File: config.mk
export PLATFORM = sky130hd
export DESIGN_NAME = loop_index_counter_flat
export DESIGN_NICKNAME = d
export VERILOG_FILES = /design/src/rtl/loop_index_counter_if.sv /design/src/rtl/loop_index_counter.sv /design/src/flat_wrapper.sv
export SDC_FILE = /design/constraint.sdc
export NUM_CORES = 1
export LEC_CHECK = 0
export BUFFER_PORTS_ARGS = -buffer_cell sky130_fd_sc_hd__buf_2
export CAP_MARGIN = 20
export CELL_PAD_IN_SITES_DETAIL_PLACEMENT = 1
export CELL_PAD_IN_SITES_GLOBAL_PLACEMENT = 2
export CORE_MARGIN = 5
export CORE_UTILIZATION = 33
export DETAILED_ROUTE_END_ITERATION = 10
export GPL_ROUTABILITY_DRIVEN = 0
export PLACE_DENSITY_LB_ADDON = 0.05
export SLEW_MARGIN = 30
export SYNTH_ARGS = -nofsm -noshare
export SYNTH_HDL_FRONTEND = slang
export SYNTH_SLANG_ARGS = --single-unit
File: constraint.sdc
create_clock -name CLK -period 2.25 [get_ports CLK]
set_clock_uncertainty 0.2 [all_clocks]
set_input_delay 0.1125 -clock CLK [delete_from_list [all_inputs] [get_ports CLK]]
set_output_delay 0.1125 -clock CLK [all_outputs]
set_load 0.1 [all_outputs]
File: src/rtl/loop_index_counter_if.sv
// Control/status bundle for the nested-loop index generator.
// The master drives sweep control; the slave (the counter) returns the index tuple.
interface loop_index_counter_if #(
    parameter int NUM_LEVELS = 3,
    parameter int CNT_WIDTH  = 4
);
    logic                           CLR;
    logic                           START;
    logic                           CE;
    logic [NUM_LEVELS*CNT_WIDTH-1:0] LIMIT;
    logic                           BUSY;
    logic                           VALID;
    logic [NUM_LEVELS*CNT_WIDTH-1:0] IDX;
    logic [NUM_LEVELS-1:0]          WRAP;
    logic                           LAST;
    logic                           DONE;

    modport master (
        output CLR, START, CE, LIMIT,
        input  BUSY, VALID, IDX, WRAP, LAST, DONE
    );

    modport slave (
        input  CLR, START, CE, LIMIT,
        output BUSY, VALID, IDX, WRAP, LAST, DONE
    );
endinterface

File: src/rtl/loop_index_counter.sv
// Nested-loop index generator: NUM_LEVELS chained counters, level 0 innermost,
// with per-level limits latched at START and a start/run/done sequencer.

module loop_index_level #(
    parameter int W = 4
) (
    input  logic         clk,
    input  logic         rst_n,
    input  logic         load,
    input  logic         clr,
    input  logic         adv,
    input  logic [W-1:0] lim_in,
    output logic [W-1:0] idx,
    output logic         at_lim,
    output logic         carry
);
    logic [W-1:0] lim_q;

    always_ff @(posedge clk or negedge rst_n) begin
        if (!rst_n) begin
            lim_q <= '0;
            idx   <= '0;
        end else begin
            if (load) lim_q <= lim_in;
            if (clr)      idx <= '0;
            else if (adv) idx <= at_lim ? '0 : idx + W'(1);
        end
    end

    assign at_lim = (idx == lim_q);
    assign carry  = adv & at_lim;
endmodule

module loop_index_counter #(
    parameter int NUM_LEVELS = 3,
    parameter int CNT_WIDTH  = 4
) (
    input  logic                  CLK,
    input  logic                  RST,
    loop_index_counter_if.slave   bus
);
    typedef enum logic [1:0] {S_IDLE, S_RUN, S_DONE} state_t;

    state_t state, state_nx;
    logic   busy, valid, done;
    logic   start_acc, clr_idx;
    logic [NUM_LEVELS-1:0][CNT_WIDTH-1:0] lim, idx;
    logic [NUM_LEVELS-1:0]                at_lim;
    logic [NUM_LEVELS:0]                  carry;

    always_ff @(posedge CLK or negedge RST) begin
        if (!RST) state <= S_IDLE;
        else      state <= state_nx;
    end

    always_comb begin
        state_nx = state;
        if (bus.CLR) state_nx = S_IDLE;
        else begin
            case (state)
                S_IDLE:  if (bus.START) state_nx = S_RUN;
                S_RUN:   if (bus.CE && bus.LAST) state_nx = S_DONE;
                S_DONE:  state_nx = S_IDLE;
                default: state_nx = S_IDLE;
            endcase
        end
    end

    always_comb begin
        busy  = 1'b0;
        valid = 1'b0;
        done  = 1'b0;
        case (state)
            S_RUN:   begin busy = 1'b1; valid = 1'b1; end
            S_DONE:  begin busy = 1'b1; done  = 1'b1; end
            default: ;
        endcase
    end

    assign start_acc = (state == S_IDLE) & bus.START & ~bus.CLR;
    // The final advance already wraps every level to 0, so only abort/start need a forced clear.
    assign clr_idx   = bus.CLR | start_acc;
    assign lim       = bus.LIMIT;
    assign carry[0]  = valid & bus.CE;

    for (genvar i = 0; i < NUM_LEVELS; i++) begin : g_lvl
        loop_index_level #(.W(CNT_WIDTH)) u_lvl (
            .clk    (CLK),
            .rst_n  (RST),
            .load   (start_acc),
            .clr    (clr_idx),
            .adv    (carry[i]),
            .lim_in (lim[i]),
            .idx    (idx[i]),
            .at_lim (at_lim[i]),
            .carry  (carry[i+1])
        );
    end

    assign bus.BUSY  = busy;
    assign bus.VALID = valid;
    assign bus.DONE  = done;
    assign bus.IDX   = idx;
    assign bus.WRAP  = carry[NUM_LEVELS:1];
    assign bus.LAST  = valid & (&at_lim);
endmodule
File: src/flat_wrapper.sv
// flat-port wrapper written by rule: the top's interface ports become plain ports
module loop_index_counter_flat 
#(
    parameter int NUM_LEVELS = 3,
    parameter int CNT_WIDTH  = 4
)
  (CLK, RST, bus_CLR, bus_START, bus_CE, bus_LIMIT, bus_BUSY, bus_VALID, bus_IDX, bus_WRAP, bus_LAST, bus_DONE);
  loop_index_counter_if #(.NUM_LEVELS(NUM_LEVELS), .CNT_WIDTH(CNT_WIDTH)) bus_i ();
  input  logic CLK;
  input  logic RST;
  input wire logic [$bits(bus_i.CLR)-1:0] bus_CLR;
  input wire logic [$bits(bus_i.START)-1:0] bus_START;
  input wire logic [$bits(bus_i.CE)-1:0] bus_CE;
  input wire logic [$bits(bus_i.LIMIT)-1:0] bus_LIMIT;
  output wire logic [$bits(bus_i.BUSY)-1:0] bus_BUSY;
  output wire logic [$bits(bus_i.VALID)-1:0] bus_VALID;
  output wire logic [$bits(bus_i.IDX)-1:0] bus_IDX;
  output wire logic [$bits(bus_i.WRAP)-1:0] bus_WRAP;
  output wire logic [$bits(bus_i.LAST)-1:0] bus_LAST;
  output wire logic [$bits(bus_i.DONE)-1:0] bus_DONE;
  assign bus_i.CLR = bus_CLR;
  assign bus_i.START = bus_START;
  assign bus_i.CE = bus_CE;
  assign bus_i.LIMIT = bus_LIMIT;
  assign bus_BUSY = bus_i.BUSY;
  assign bus_VALID = bus_i.VALID;
  assign bus_IDX = bus_i.IDX;
  assign bus_WRAP = bus_i.WRAP;
  assign bus_LAST = bus_i.LAST;
  assign bus_DONE = bus_i.DONE;
  loop_index_counter #(.NUM_LEVELS(NUM_LEVELS), .CNT_WIDTH(CNT_WIDTH)) u_core (.CLK(CLK), .RST(RST), .bus(bus_i));
endmodule
# Yosys cells after proc, flatten, opt, wreduce, memory -nomap -nowiden
# Cells that the tools add are included.
[totals] regBits=26 latchBits=0 mem_bits_rw=0 mem_bits_ro=0 in_bits=17 out_inout_bits=19 word_cells=50 memories=0
[op_classes] add_sub_neg=3 mul=0 div_mod_pow=0 magnitude_cmp=0 n_eq_ne=7 n_shift=0 muxes=16 bitwise_logic=9 n_reduce_logical=8
[op_table] cell="4-bit 2-to-1 mux" n=9
[op_table] cell="4-bit by 1-bit adder with 4-bit output (second input constant)" n=3
[op_table] cell="4-bit == test" n=3
[op_table] cell="1-bit AND" n=7
[op_table] cell="2-bit 2-to-1 mux" n=3
[op_table] cell="2-bit nonzero test" n=3
[op_table] cell="2-bit case mux with 2 select lines" n=1
[op_table] cell="1-bit 2-to-1 mux" n=3
[op_table] cell="3-bit by 2-bit inequality test with 1-bit output (second input constant)" n=1
[op_table] cell="3-bit inequality test (second input constant)" n=1
[op_table] cell="3-bit AND reduction" n=1
[op_table] cell="2-bit by 1-bit == test with 1-bit output (second input constant)" n=1
[op_table] cell="2-bit == test (second input constant)" n=1
[op_table] cell="2-bit logical NOT" n=1
[op_table] cell="2-bit AND reduction" n=1
[op_table] cell="2-bit OR reduction" n=1
[op_table] cell="1-bit logical AND" n=1
[op_table] cell="1-bit NOT" n=1
[op_table] cell="1-bit OR" n=1

# Depth between registers and ports, before layout
[logic_depth] ltp_word=7 mapped_depth=8

# By module
# From an unflattened synthesis, not the netlist that was laid out.
[unflattened] hier_cells=132 hier_area_um2=1520.2
[modules_own_cells] mod="loop_index_level" instances=3 cells_per_inst=36 area_per_inst_um2=436.7
[modules_own_cells] mod="loop_index_counter" instances=1 cells_per_inst=24 area_per_inst_um2=210.2

# Worst setup path before layout
# No wires, ideal clock.
[synth_timing] path_type="register to register" start="register u_core.state[1]" end="register u_core.g_lvl[2].u_lvl.idx[3]" setup_ns=0.078 arrival_time_ns=2.534 t_required_ns=1.972 slack_ns=-0.562 stages_incl_launch_ff=8 path_buffers=1 period_less_slack_ns=2.812 cell_sequence="dfrtp_1 > inv_1 > ha_1 > and2_1 > clkbuf_1 > nand3_2 > or4_1 > a21oi_1"
[synth_between] elab_chain_cells=6 word_cells_on_any_way=11 classes_between="1 x eq/ne; 2 x mux; 6 x bitwise; 2 x reduce/logical"
[synth_rtl] item="from (decl)" line="loop_index_counter.sv:44" rtl="state_t state, state_nx;"
[synth_rtl] item="from (signal assigned)" line="loop_index_counter.sv:53" rtl="else state <= state_nx;"
[synth_rtl] item="2-bit by 1-bit == test with 1-bit output" line="loop_index_counter.sv:73" rtl="case (state)"
[synth_rtl] item="1-bit 2-to-1 mux" line="loop_index_counter.sv:73"
[synth_rtl] item="net bus_VALID" line="flat_wrapper.sv:16" rtl="output wire logic [$bits(bus_i.VALID)-1:0] bus_VALID;"
[synth_rtl] item="1-bit AND" line="loop_index_counter.sv:84" rtl="assign carry[0] = valid & bus.CE;"
[synth_rtl] item="1-bit AND (2 in series)" line="loop_index_counter.sv:31" rtl="assign carry = adv & at_lim;"
[synth_rtl] item="2-bit nonzero test (no source line)"
[synth_rtl] item="to (signal assigned)" line="loop_index_counter.sv:26" rtl="else if (adv) idx <= at_lim ? '0 : idx + W'(1);"
[synth_rtl] item="to (decl)" line="loop_index_counter.sv:13" rtl="output logic [W-1:0] idx,"
# The timed path passes the listed nets, and every way through them passes these cells.
# A chain may end at the register's enable or synchronous reset.

# Worst setup path in the final report
[layout_timing] start="register u_core.g_lvl[1].u_lvl.idx[2]" end="output port bus_WRAP[2]"
[layout_between] elab_chain_cells=3
[layout_rtl] item="from (decl)" line="loop_index_counter.sv:13"
[layout_rtl] item="from (signal assigned)" line="loop_index_counter.sv:26"
[layout_rtl] item="4-bit == test" line="loop_index_counter.sv:30" rtl="assign at_lim = (idx == lim_q);"
[layout_rtl] item="1-bit AND (2 in series)" line="loop_index_counter.sv:31"
[layout_rtl] item="to (decl)" line="flat_wrapper.sv:18" rtl="output wire logic [$bits(bus_i.WRAP)-1:0] bus_WRAP;"
# Every way passes these cells.

==> impl_results.md <==
- Peak supply drop: around 370 µV
- Antenna Cells: 0
- Flop and latch count out of synthesis: 26
- Post-synth top flop: dfrtp_1
- Most common cell in the netlist: dfrtp_1
- Family of cells with the greatest summed delay on the critical path: simple AND/OR/NAND/NOR gates
- Smallest setup slack after layout: about 0.038 ns
- Period utilisation layout: 0.9831
- Remaining global-route overflow: 0
- Cell count after synthesis: 135
- Total wirelength of the detailed-routed design: 3730 µm
- Post-synth top area share: 0.4429
- Total number of yosys warnings: 0
- Vertical die dimension: about 77 µm
- Die outline area: between 5000 and 6000 µm²
- Count of nets after finishing: 216
- Result of the run: finished, final reports clean
- Mean area per synthesized cell: 10.88 µm²
- Data required time of the critical path: 1.94 ns
- Pre-CTS worst setup slack: 0.09599 ns
- Horiz. Die Dim: 76.72 µm
- Number of buffers created by CTS: 3
- Cells traversed along the worst timing path: xor2_4 > nor4_4 > buf_4 > and3_4 > buf_12
- Largest net degree at the start of global routing: 27
- Wire length of the first global-routing pass: roughly 6500 µm
- Critical path endpoint category: primary output
- Post-DR vias/cell: about 5
- Clk sink count: 26
- Worst Hold Slack: between 0.08 and 0.09 ns
- H-Tree Depth: 1
- Number of max-slew violations in the final report: 0
- Longest individual stage delay on the worst path: 0.52 ns
- Count of final setup violators: 0
- Setup crit start kind: register
- Share of synthesized flip-flops with an asynchronous set or reset: 1.000
- Overall track demand over capacity in global routing: 0.1358
- Number of library cell types mapped by synthesis: 37
- Highest clock frequency the design can meet: 452.1 MHz
- Final non-filler cell total: between 200 and 250
- Post-Syn Nets: 158
- Routed wirelength normalized by instance count: 15.29 µm
- 1st-iter DRT viols: 37
- Number of detailed-routing iterations run before antenna repair: 4
- Sequential cell area fraction in the yosys report: 0.4429
- Layout-stage area growth over the synthesis result: 41.48%
- Core Box Area: ~4300 µm²
- Cell type of the slowest stage on the worst timing path: dfrtp_4
- Cell Rows: 24
- Post-route antenna net violation count: 0
- Number of antenna violations at the first check in global routing: 0
- Clock period minus final worst setup slack: 2.212 ns
- Vias in the first global route: 1,362
- Starting utilization of the core area: 0.3397
- Largest cells by area after synthesis: dfrtp_1 (44%), mux2_2 (10%), ha_1 (5.1%), xor2_1 (4.8%), a21oi_1 (3.4%)
- Residual DRC count: 0
- Post-synth EDFFs: 0
- Buffers added on ports: 35
- Clock tree from TritonCTS: built
- Fillers: 471
- Category of the most critical setup path: register to primary output
- CTS Root Buffer Type: clkbuf_8
- Setup repair after global routing missed its margin: true
- Total number of vias: 1,216
- Power Dens Cells: 570.8 nW/µm²
- Longest Clk Path Bufs: 2
- Max-cap violations: 0
- Cell area after synthesis: 1469 µm²
- Hpwl dp: 2894 µm
- Clock network latency to the later pin of the worst-skew pair: 0.27 ns
- Dominant cell type by area after synthesis: dfrtp_1
- Max-slew headroom at the worst pin: 0.5908
- Leading cell types by count after synthesis: dfrtp_1 (26), mux2_2 (13), a21oi_1 (10), nor2_1 (10), xor2_1 (8)
- Clock-pin slew reported for the worst setup and hold paths after clock tree synthesis: around 0.09 ns
- Transition at the pin with the smallest max-transition slack: ~0.61 ns
- Final total negative setup slack: 0 ns
- Final Hold Fails: 0
- Count of placed standard cells including taps: 220
- Worst Path Max Fanout: 4
- Worst hold-check path type: input port to register
- Static Leak: 0.9098 nW
- Crit path buffers/inverters: 2
- Fraction of final layout cells with drive strength greater than 1: 0.4688
- Arrival time of data at the critical path endpoint: between 1.5 and 2 ns
- Boundary Pins: 36
## cell type report
cell class              instances  area (µm²)  share of cell area
clock buffers                   4       55.05             0.02649
inverters                       5       18.77            0.009031
multi-input cells              97       804.5              0.3871
flip-flops and latches         26       674.4              0.3245
well taps                      52       65.06             0.03131
repair buffers                 60       460.4              0.2216
## cell families after synthesis
| group | synth area share |
|---|---|
| AOI/OAI and AO/OA | 0.07326 |
| xor gates and xnor gates | 0.07751 |
| adders and majority gates | 0.05111 |
| buffers and inverters | 0.04429 |
| DFF | 0.4429 |
| muxes | 0.1065 |
| and+or+nand+nor | 0.2044 |
## timing repair
| action | in CTS | in global routing |
|---|---|---|
| pin swaps | 1 | 3 |
| buffers inserted | 3 | 2 |
| gates resized for setup | 3 | 5 |
| setup endpoints to repair | 2 | 4 |
| endpoints found under the hold margin | 40 | 0 |
| hold buffers | 15 | 0 |
## layout by cell type, fill, tap and decap left out, types with 2 or more instances in the layout
cell / instances
clkbuf_8: 4
nand4_1: 2
inv_1: 4
buf_12: 4
xnor2_1: 5
dlygate4sd3_1: 15
nor2b_1: 2
buf_4: 10
xor2_1: 6
nor4_4: 2
nand3b_1: 2
a21oi_1: 10
mux2_2: 13
nor2_1: 10
buf_2: 31
o21ai_0: 6
or3b_1: 2
nand3_1: 5
dfrtp_2: 10
or4_1: 2
nand2_1: 4
and4_4: 2
dfrtp_4: 3
dfrtp_1: 13
ha_1: 5
## final timing paths
check	start	to	slack [ns]	cells after the start
worst max-delay path	u_core.g_lvl[1].u_lvl.idx[2]	bus_WRAP[2]	0.04	5
worst min-delay path	bus_CE	u_core.state[0]	0.09	3
worst max register to register	u_core.g_lvl[1].u_lvl.idx[2]	u_core.g_lvl[2].u_lvl.idx[3]	0.10	5
worst min register to register	u_core.g_lvl[2].u_lvl.lim_q[0]	u_core.g_lvl[2].u_lvl.lim_q[0]	0.34	1
max in group asynchronous	RST	u_core.g_lvl[1].u_lvl.idx[0]	1.20	2
min in group asynchronous	RST	u_core.g_lvl[1].u_lvl.lim_q[1]	0.19	2
## power breakdown
group	total, mW	internal (mW)	leakage [nW]	switching, mW
clock	0.306	0.157	0.0288	0.150
sequential	0.563	0.519	0.314	0.0442
combinational	0.317	0.146	0.567	0.171
## metal layers
metal / share of wire / track usage / routed length, µm
met1: 0.45 / 0.1654 / 1667
met2: 0.50 / 0.2385 / 1879
met3: 0.039 / 0.03044 / 146
met4: 0.0099 / 0.03671 / 37
met5: 0 / 0 / 0
## registers in the layout (all words and copies together), names as in the netlist
signal / count
u_core.g_lvl.u_lvl.lim_q: 12
u_core.state: 2
u_core.g_lvl.u_lvl.idx: 12
## worst register-to-register path: cells and delay by family (launching register included)
| family | cells | cell delay (ns) |
|---|---|---|
| AO/OA/AOI/OAI | 1 | 0.13 |
| XOR/XNOR | 1 | 0.17 |
| flip-flops | 1 | 0.52 |
| AND/OR/NAND/NOR | 3 | 1.04 |
## through the flow
stage | cell area (µm²) | power (mW) | utilization
2_1_floorplan | 1518 | 0.7791 | -
3_3_place_gp | 1808 | 0.8476 | 0.4181
3_5_place_dp | 1808 | 0.8577 | 0.4181
4_1_cts | 2046 | 1.200 | 0.4731
5_1_grt | 2078 | 1.255 | 0.4806
6_report | 2078 | 1.186 | 0.4806
Note: power is estimated with default switching activity, not from simulation.
